**src/rtl/reg_file_pkg.sv**
```systemverilog
// Shared constants and helpers for the scoreboarded register file.
package reg_file_pkg;

  localparam int DEF_DATA_WIDTH = 8;
  localparam int DEF_ADDR_WIDTH = 3;

  // Index of the register that may be hardwired to zero.
  localparam int REG_ZERO_IDX = 0;

  // Number of registers addressable with addr_width bits.
  function automatic int depth_of(input int addr_width);
    return 1 << addr_width;
  endfunction

endpackage

```
**src/rtl/reg_file_rdport.sv**
```systemverilog
// One asynchronous read port: register mux, write bypass and valid flag.
module reg_file_rdport
  import reg_file_pkg::*;
#(
  parameter int DATA_WIDTH = DEF_DATA_WIDTH,
  parameter int ADDR_WIDTH = DEF_ADDR_WIDTH,
  parameter int ZERO_REG   = 0,
  parameter int BYPASS     = 1
) (
  input  logic [ADDR_WIDTH-1:0]            rd_addr,
  input  logic [DATA_WIDTH-1:0]            regs [depth_of(ADDR_WIDTH)],
  input  logic [depth_of(ADDR_WIDTH)-1:0]  busy,
  input  logic                             wr_en,
  input  logic [ADDR_WIDTH-1:0]            wr_addr,
  input  logic [DATA_WIDTH-1:0]            wr_data,
  output logic [DATA_WIDTH-1:0]            rd_data,
  output logic                             rd_valid
);

  localparam logic [ADDR_WIDTH-1:0] ZERO_ADDR = ADDR_WIDTH'(REG_ZERO_IDX);

  logic zero_hit;
  logic byp_hit;

  assign zero_hit = (ZERO_REG != 0) && (rd_addr == ZERO_ADDR);
  // The hardwired zero register must never pick up forwarded data.
  assign byp_hit  = (BYPASS != 0) && wr_en && (wr_addr == rd_addr) && !zero_hit;

  // Priority: hardwired zero, then forwarded write, then stored state.
  always_comb begin
    rd_data  = regs[rd_addr];
    rd_valid = !busy[rd_addr];
    if (zero_hit) begin
      rd_data  = '0;
      rd_valid = 1'b1;
    end else if (byp_hit) begin
      rd_data  = wr_data;
      rd_valid = 1'b1;
    end
  end

endmodule

```
**src/rtl/reg_file_sb.sv**
```systemverilog
// Register file with per-register busy scoreboard, one write port and two
// combinational read ports with optional same-cycle write forwarding.
module reg_file_sb
  import reg_file_pkg::*;
#(
  parameter int DATA_WIDTH = DEF_DATA_WIDTH,
  parameter int ADDR_WIDTH = DEF_ADDR_WIDTH,
  parameter int ZERO_REG   = 0,
  parameter int BYPASS     = 1
) (
  input  logic                             CLK,
  input  logic                             RESET,
  input  logic [DATA_WIDTH-1:0]            IN,
  input  logic [ADDR_WIDTH-1:0]            INADDRESS,
  input  logic                             WRITE,
  input  logic [ADDR_WIDTH-1:0]            OUT1ADDRESS,
  input  logic [ADDR_WIDTH-1:0]            OUT2ADDRESS,
  output logic [DATA_WIDTH-1:0]            OUT1,
  output logic [DATA_WIDTH-1:0]            OUT2,
  output logic                             OUT1VALID,
  output logic                             OUT2VALID,
  input  logic                             RESERVE,
  input  logic [ADDR_WIDTH-1:0]            RESADDRESS,
  output logic                             RES_ACCEPT,
  output logic [depth_of(ADDR_WIDTH)-1:0]  BUSY
);

  localparam int DEPTH = depth_of(ADDR_WIDTH);
  localparam logic [ADDR_WIDTH-1:0] ZERO_ADDR = ADDR_WIDTH'(REG_ZERO_IDX);

  logic [DATA_WIDTH-1:0] regs_q [DEPTH];
  logic [DATA_WIDTH-1:0] regs_d [DEPTH];
  logic [DEPTH-1:0]      busy_q;
  logic [DEPTH-1:0]      busy_d;

  logic zero_wr;
  logic zero_res;
  logic wr_en;
  logic res_accept;

  assign zero_wr  = (ZERO_REG != 0) && (INADDRESS == ZERO_ADDR);
  assign zero_res = (ZERO_REG != 0) && (RESADDRESS == ZERO_ADDR);
  assign wr_en    = WRITE && !zero_wr;

  // A busy register can still be re-reserved when its producer writes it in
  // the same cycle, so back-to-back producers do not stall.
  assign res_accept = RESERVE && !RESET && !zero_res &&
                      (!busy_q[RESADDRESS] || (WRITE && (INADDRESS == RESADDRESS)));

  // Next state: write releases its register, an accepted reservation sets the
  // busy bit afterwards so it wins on a same-address collision.
  always_comb begin
    regs_d = regs_q;
    busy_d = busy_q;
    if (wr_en) begin
      regs_d[INADDRESS] = IN;
      busy_d[INADDRESS] = 1'b0;
    end
    if (res_accept) begin
      busy_d[RESADDRESS] = 1'b1;
    end
    if (ZERO_REG != 0) begin
      regs_d[ZERO_ADDR] = '0;
      busy_d[ZERO_ADDR] = 1'b0;
    end
  end

  // Storage and scoreboard update; reset clears both and beats any request.
  always_ff @(posedge CLK) begin
    if (RESET) begin
      for (int i = 0; i < DEPTH; i++) begin
        regs_q[i] <= '0;
      end
      busy_q <= '0;
    end else begin
      regs_q <= regs_d;
      busy_q <= busy_d;
    end
  end

  assign RES_ACCEPT = res_accept;
  assign BUSY       = busy_q;

  reg_file_rdport #(
    .DATA_WIDTH (DATA_WIDTH),
    .ADDR_WIDTH (ADDR_WIDTH),
    .ZERO_REG   (ZERO_REG),
    .BYPASS     (BYPASS)
  ) u_rd1 (
    .rd_addr  (OUT1ADDRESS),
    .regs     (regs_q),
    .busy     (busy_q),
    .wr_en    (WRITE),
    .wr_addr  (INADDRESS),
    .wr_data  (IN),
    .rd_data  (OUT1),
    .rd_valid (OUT1VALID)
  );

  reg_file_rdport #(
    .DATA_WIDTH (DATA_WIDTH),
    .ADDR_WIDTH (ADDR_WIDTH),
    .ZERO_REG   (ZERO_REG),
    .BYPASS     (BYPASS)
  ) u_rd2 (
    .rd_addr  (OUT2ADDRESS),
    .regs     (regs_q),
    .busy     (busy_q),
    .wr_en    (WRITE),
    .wr_addr  (INADDRESS),
    .wr_data  (IN),
    .rd_data  (OUT2),
    .rd_valid (OUT2VALID)
  );

endmodule

```
**config.mk**
```make
export PLATFORM = sky130hd
export DESIGN_NAME = reg_file_sb
export DESIGN_NICKNAME = d
export VERILOG_FILES = /design/src/rtl/reg_file_pkg.sv /design/src/rtl/reg_file_rdport.sv /design/src/rtl/reg_file_sb.sv
export SDC_FILE = /design/constraint.sdc
export NUM_CORES = 1
export LEC_CHECK = 0
export ABC_AREA = 1
export ABC_CLOCK_PERIOD_IN_PS = 1630
export CORE_MARGIN = 5
export CORE_UTILIZATION = 45
export DETAILED_ROUTE_END_ITERATION = 7
export PLACE_DENSITY = 0.67
export SETUP_SLACK_MARGIN = 0.05
export SKIP_CTS_REPAIR_TIMING = 1
export SYNTH_ARGS = -nofsm -noshare
export SYNTH_HDL_FRONTEND = slang
export SYNTH_SLANG_ARGS = --single-unit
```
**constraint.sdc**
```tcl
create_clock -name CLK -period 1.63 [get_ports CLK]
set_input_delay 0.326 -clock CLK [delete_from_list [all_inputs] [get_ports CLK]]
set_output_delay 0.326 -clock CLK [all_outputs]
set_load 0.05 [all_outputs]
```
# Word-level counts from Yosys, hierarchy flattened
# Index checks and enable logic that the tools add are counted.
dict set report word_totals {
  regBits 72
  input_bits 24
  out_inout_bits 27
  wordCells 66
}
dict set report op_classes {
  n_lt_le_gt_ge 10
  eq_ne 3
  n_mux 25
  bitwise 6
  n_reduce_logical 13
}
# cell count
set op_table {}
lappend op_table {{$mux W8} 9}
lappend op_table {{$bwmux W64} 1}
lappend op_table {{$bmux W8 S3} 2}
lappend op_table {{$demux W8 S3} 1}
lappend op_table {{$lt A3 B4 Y1 const B} 4}
lappend op_table {{$ge A4 B4 Y1 const B} 3}
lappend op_table {{$not A3 Y4} 3}
lappend op_table {{$bmux W1 S3} 3}
lappend op_table {{$eq A3 B3 Y1} 3}
lappend op_table {{$and A8 B8 Y8} 1}
lappend op_table {{$logic_and A1 B1 Y1} 8}
lappend op_table {{$not A8 Y8} 1}
lappend op_table {{$or A8 B8 Y8} 1}
lappend op_table {{$mux W1} 7}
lappend op_table {{$demux W1 S3} 2}
lappend op_table {{$ge A3 B1 Y1 const B} 2}
lappend op_table {{$logic_not A1 Y1} 4}
lappend op_table {{$lt A4 B1 Y1 const B} 1}
lappend op_table {{$logic_or A1 B1 Y1} 1}

# Longest topological paths before layout
dict set report logic_depth {
  word_depth 9
  ltp_mapped 10
  mapped_depth_nobuf 9
}

# Cells and area by module
# A second synthesis with hierarchy kept.
dict set report hier_totals {
  hier_cells 850
  area_unflattened_um2 4898.4
}
# module n_inst cells_per_inst area_per_inst_um2 seq_area_each_um2
set by_module_without_submodules {}
lappend by_module_without_submodules {reg_file_sb 1 376 2829.0 1441.4}
lappend by_module_without_submodules {reg_file_rdport 2 237 1034.7 0.0}

# Least setup slack after synthesis
# OpenSTA, ideal clock, no wires.
dict set report synth_timing {
  kind {register to output}
  from {register busy_q[5], in the netlist BUSY[5]}
  to {output RES_ACCEPT}
  arrival_ps 1997
  t_required_ps 1304
  path_slack_ps -693
  stages_incl_launch_ff 8
  path_buffers 0
  path_cell_list {dfxtp_1 > inv_1 > nand2_1 > nand2_1 > nor2_1 > nor2_1 > nand2_1 > a21boi_0}
}
dict set report synth_between {
  elab_chain_cells 5
}
# element line
set synth_rtl {}
lappend synth_rtl {{start: declaration} reg_file_sb.sv:33} ;# logic [DEPTH-1:0] busy_q;
lappend synth_rtl {{start signal: assignment} reg_file_sb.sv:77} ;# busy_q <= busy_d;
lappend synth_rtl {{$bmux W1 S3} reg_file_sb.sv:48} ;# (!busy_q[RESADDRESS] || (WRITE && (INADDRESS == RESADDRESS)));
lappend synth_rtl {{$mux W1 (not written as such)} reg_file_sb.sv:48}
lappend synth_rtl {{$logic_not A1 Y1} reg_file_sb.sv:48}
lappend synth_rtl {{$logic_or A1 B1 Y1} reg_file_sb.sv:48}
lappend synth_rtl {{$logic_and A1 B1 Y1} reg_file_sb.sv:47} ;# assign res_accept = RESERVE && !RESET && !zero_res &&
lappend synth_rtl {{end: declaration} reg_file_sb.sv:24} ;# output logic RES_ACCEPT,
# No other way between the ends. The select of a mux whose other input is x is not followed.

# Worst setup path in the final report
dict set report layout_timing {
  from {register regs_q[23] (netlist bit)}
  to {output OUT1[7]}
}
dict set report layout_between {
  elab_chain_cells 4
}
# element line
set layout_rtl {}
lappend layout_rtl {{start: declaration} reg_file_sb.sv:31} ;# logic [DATA_WIDTH-1:0] regs_q [DEPTH];
lappend layout_rtl {{start signal: assignment} reg_file_sb.sv:76} ;# regs_q <= regs_d;
lappend layout_rtl {{$bmux W8 S3} reg_file_rdport.sv:31} ;# rd_data = regs[rd_addr];
lappend layout_rtl {{$mux W8 (not written as such) (2 in a row)} reg_file_rdport.sv:31}
lappend layout_rtl {{$mux W8} reg_file_rdport.sv:36} ;# end else if (byp_hit) begin
lappend layout_rtl {{end: declaration} reg_file_sb.sv:18} ;# output logic [DATA_WIDTH-1:0] OUT1,
# No other way between the ends. The select of a mux whose other input is x is not followed.

==> flow_results.org <==
** Status
- Outcome :: complete, but fails checks
- Violations in the final reports :: negative setup slack

** Clock network
- The cell sitting at the root of the clock tree is a clkbuf_8.
- Counting along the longest clock path gives a buffer depth of 2.
- H-tree depth :: 3
- Clk_lat worst skew :: 0.36 ns
- Inserted Clock Buffers :: 9
- After clock tree synthesis, the clock-pin slew on the worst setup and hold paths is ~0.08 ns.
- TritonCTS clock tree :: yes
- Clock tree synthesis found a total of approximately 70 sinks.

** Place
- HPWL reported at the end of detailed placement :: between 10 and 15 mm
- Before CTS, the worst setup slack after placement is -0.709 ns.
- At the end of routability-driven placement, the weighted congestion stood at between 0.8 and 0.9.
- Once placement finished, the instance area stood at 6130 µm².
- In this run the tool buffered the top-level ports with 50 buffer cells.
- Including well taps, the total number of placed cells is just over 800.

** Job
- The tool flagged a number of max-cap violations equal to 0.

** Routing
- After detailed routing, the wire length on met1 is ~6.7 mm.
- Count of routing violations after the opening detailed-route iteration :: slightly below 400
- ANT nets after route :: 0
- Detailed-route DRC error count :: 0
- Summed over all nets, wire length on met3 after detailed routing comes to approximately 1.3 mm.
- Total length of routed wires :: ~16 mm
- Top routing layer in use :: met4
- Overall via count from detail_route :: between 4,000 and 5,000
- Met2 layer wire length in the routed design :: a little over 7 mm
- First-pass DRT Iterations :: 5
- Per-cell routed wire length :: around 18 µm
- Avg Vias per Cell :: roughly 5.8

** Final layout
- Layout overhead on the synthesized area :: 51.8%
- Antenna diodes :: 0
- Final cell utilization of the core :: between 60% and 70%
- Registers take 1480 µm².
- After the last flow step, the layout net total stands at between 700 and 800.
- After routing the design area is roughly 6800 µm².
- The finished layout holds roughly 860 standard cells, fillers aside.
- Multi-input gate area in the final layout :: about 2800 µm²
- Fill cells in the final layout number between 700 and 800.
- Cells with a size suffix above 1 make up between 30% and 40% of the layout.

** Setup path
- Beginning of the worst register-to-register path :: BUSY[5]$_SDFF_PP0_
- STA puts the critical path data required time at approximately 1.3 ns.
- Critical path arrival :: around 1.6 ns
- The worst register-to-register path ends at BUSY[7]$_SDFF_PP0_.
- Worst-path maximum fanout :: 2
- Counting cells, the worst reg-to-reg path comes to 11.
- The setup path with the least slack is of type reg -> out.
- The worst setup path is launched from a register.
- STA classifies the critical path endpoint as an output port.
- Register-to-register setup slack :: roughly 0.16 ns

** STA
- Hold Slack :: approximately 0.49 ns
- In the final timing run, aggregate negative setup slack is -3.24 ns.
- Of the available clock period, the critical path in the final layout requires 117%.
- Setup violations remaining at the end of the flow were counted as 19.
- Setup repair after global routing could not meet its margin everywhere.
- In the post-route analysis, the smallest setup slack over all paths is -0.275 ns.
- Transition time of the tightest slew-check pin :: 0.365 ns
- Maximum operating frequency :: 525 MHz
- Pins over their slew limit :: 0
- Headroom to the max-slew limit came out at between 70% and 80%.
- Number of hold-slack violations in the final timing report :: 0
- The clock arrives with 0.000792 ns of skew.
- Subtracting the final worst setup slack from the clock period gives roughly 1.9 ns.

** Power
- Internal power :: around 3.4 mW
- Total power :: just over 5 mW
- Reg power frac :: ~37%
- Peak supply drop :: 0.458 mV
- Switching power :: roughly 1.6 mW
- In this run switching power makes up ~32% of total power.
- Summed over all cells, the static leakage comes to approximately 2.6 nW.
- The clock network is responsible for between 30% and 40% of the overall power.
- Power per cell area :: between 700 and 800 nW/µm²
- Combinational cells account for approximately 32% of the total power.

** Synth
- The top cell type by area accounts for roughly a third of the synthesized area.
- The number of nets handed over by synthesis was 630.
- Synthesis warning total :: 0
- Count of flip-flops with a built-in enable after synthesis :: 0
- Averaged over all synthesized cells, the footprint is roughly 7.4 µm².
- In the synthesized netlist the async set-or-reset flop fraction comes to 0%.
- The netlist uses 33 different library cells.
- The synthesized netlist occupies a cell area of 4460 µm².
- In the post-synthesis netlist, the cell with the most instances is nor2_1.
- The most used flip-flop cell after synthesis is dfxtp_1.
- After synthesis the netlist holds a flip-flop and latch count of 72.
- Cell accounting for the most synthesized area :: dfxtp_1
- In the post-synthesis netlist, the biggest area contributors are dfxtp_1, a211oi_1, nor2_1.
- Seq/Total Area, Yosys :: between 30% and 40%
- In the synthesized netlist, the number of instances is just over 600.
- Counting instances in the post-synthesis netlist gives the leading cell types as nor2_1, dfxtp_1, o21ai_0.

** Die
- Std-Cell Core Area :: slightly below 10,000 µm²
- For this configuration, the core starts out at a cell density of approximately 46%.
- Die area :: about 12,000 µm²
- The floorplan has 36 rows.
- Vertical extent of the die :: between 100 and 150 µm
- Chip width :: 110 µm
- Boundary Pins :: slightly above 50

** Global route
- After global routing the overflow that remains totals 0.
- Pin count of the biggest net entering global routing :: 73
- Overall routing resource usage :: roughly a quarter
- The first global-routing pass estimated approximately 23 mm of wire.
- The via count of the first global-routing pass came to roughly 4,600.
- The number of antenna violations at the first check in global routing is 0.

** Min path
- The path with the worst hold slack has its endpoint at regs_q[19]$_SDFFE_PP0P_.
- Count of cells along the worst hold path :: 2
- Start point of the worst min-delay path :: regs_q[19]$_SDFFE_PP0P_
- Worst Hold Class :: reg -> reg
## cell usage in the layout (no fill, tap or decap), types with 2 or more instances in the layout
cell	n
nor2_2	2
bufinv_16	2
dfxtp_2	14
nor3_1	6
clkdlybuf4s50_1	9
nand3_4	4
dlymetal6s2s_1	4
inv_2	12
nor2_8	5
a211oi_2	10
o21ai_0	40
nand3_2	8
a21oi_2	14
inv_4	4
o21ai_1	24
clkinv_2	2
nand4_1	5
nand3_1	37
nor2_1	86
buf_12	43
nand2_2	5
buf_4	70
inv_6	2
clkbuf_8	10
buf_2	3
dfxtp_4	6
xnor2_4	2
buf_8	3
o211ai_1	36
nand2_1	34
a211oi_1	54
o21ai_4	17
a21oi_1	32
clkinv_1	9
clkbuf_16	5
buf_6	11
nor2_4	4
inv_1	30
dfxtp_1	52
## power groups by stage
stage	sequential (mW)	combinational, mW	clock (mW)
floorplan	1.90	0.855	0
global placement	1.90	1.47	0
detailed placement	1.90	1.49	0
CTS	1.86	1.50	1.60
global route	1.86	1.72	1.67
finish	1.85	1.63	1.59
## worst max path at each step
stage / from / to / depth (start not counted)
final: regs_q[23]$_SDFFE_PP0P_ / OUT1[7] / 7
after global routing: regs_q[20]$_SDFFE_PP0P_ / OUT1[4] / 7
after CTS: WRITE / OUT2[6] / 10
after detailed placement: WRITE / OUT2[3] / 10
after global placement: INADDRESS[0] / OUT1[0] / 9
after floorplan: OUT1ADDRESS[0] / OUT1[0] / 5
## sequential cells by signal, indices dropped and copies added (netlist names)
signal / count
BUSY: 8
regs_q: 64
## cells by family after synthesis
| family | count (synthesis) | synth area share, % |
|---|---|---|
| AO/OA/AOI/OAI | 229 | 33.9 |
| XOR/XNOR | 3 | 0.589 |
| buffers and inverters | 106 | 11.5 |
| flip-flops | 72 | 32.3 |
| AND/OR/NAND/NOR | 196 | 21.6 |
## critical path, cell delays in order (launching register included)
cell and delay, ns:
dfxtp_2 0.33, inv_2 0.06, a21oi_1 0.06, o21ai_0 0.08, o21ai_1 0.10, o211ai_1 0.29
o21ai_4 0.13, buf_12 0.17
## layout make-up
cell class              count  area share, %
multi-input cells         429           41.6
repair buffers            149           27.2
flip-flops and latches     72           21.9
inverters                  57           3.57
well taps                 133           2.46
clock buffers              11           2.09
clock inverters             5           1.16
## per-layer routing
| metal | up-vias | GRT usage (%) |
|---|---|---|
| met5 | - | 0 |
| met4 | 0 | 9.88 |
| met3 | 32 | 4.11 |
| met2 | 230 | 40.6 |
| met1 | 2289 | 32.4 |
| li1 | 2377 | - |
Power figures use the tool's default switching activity.
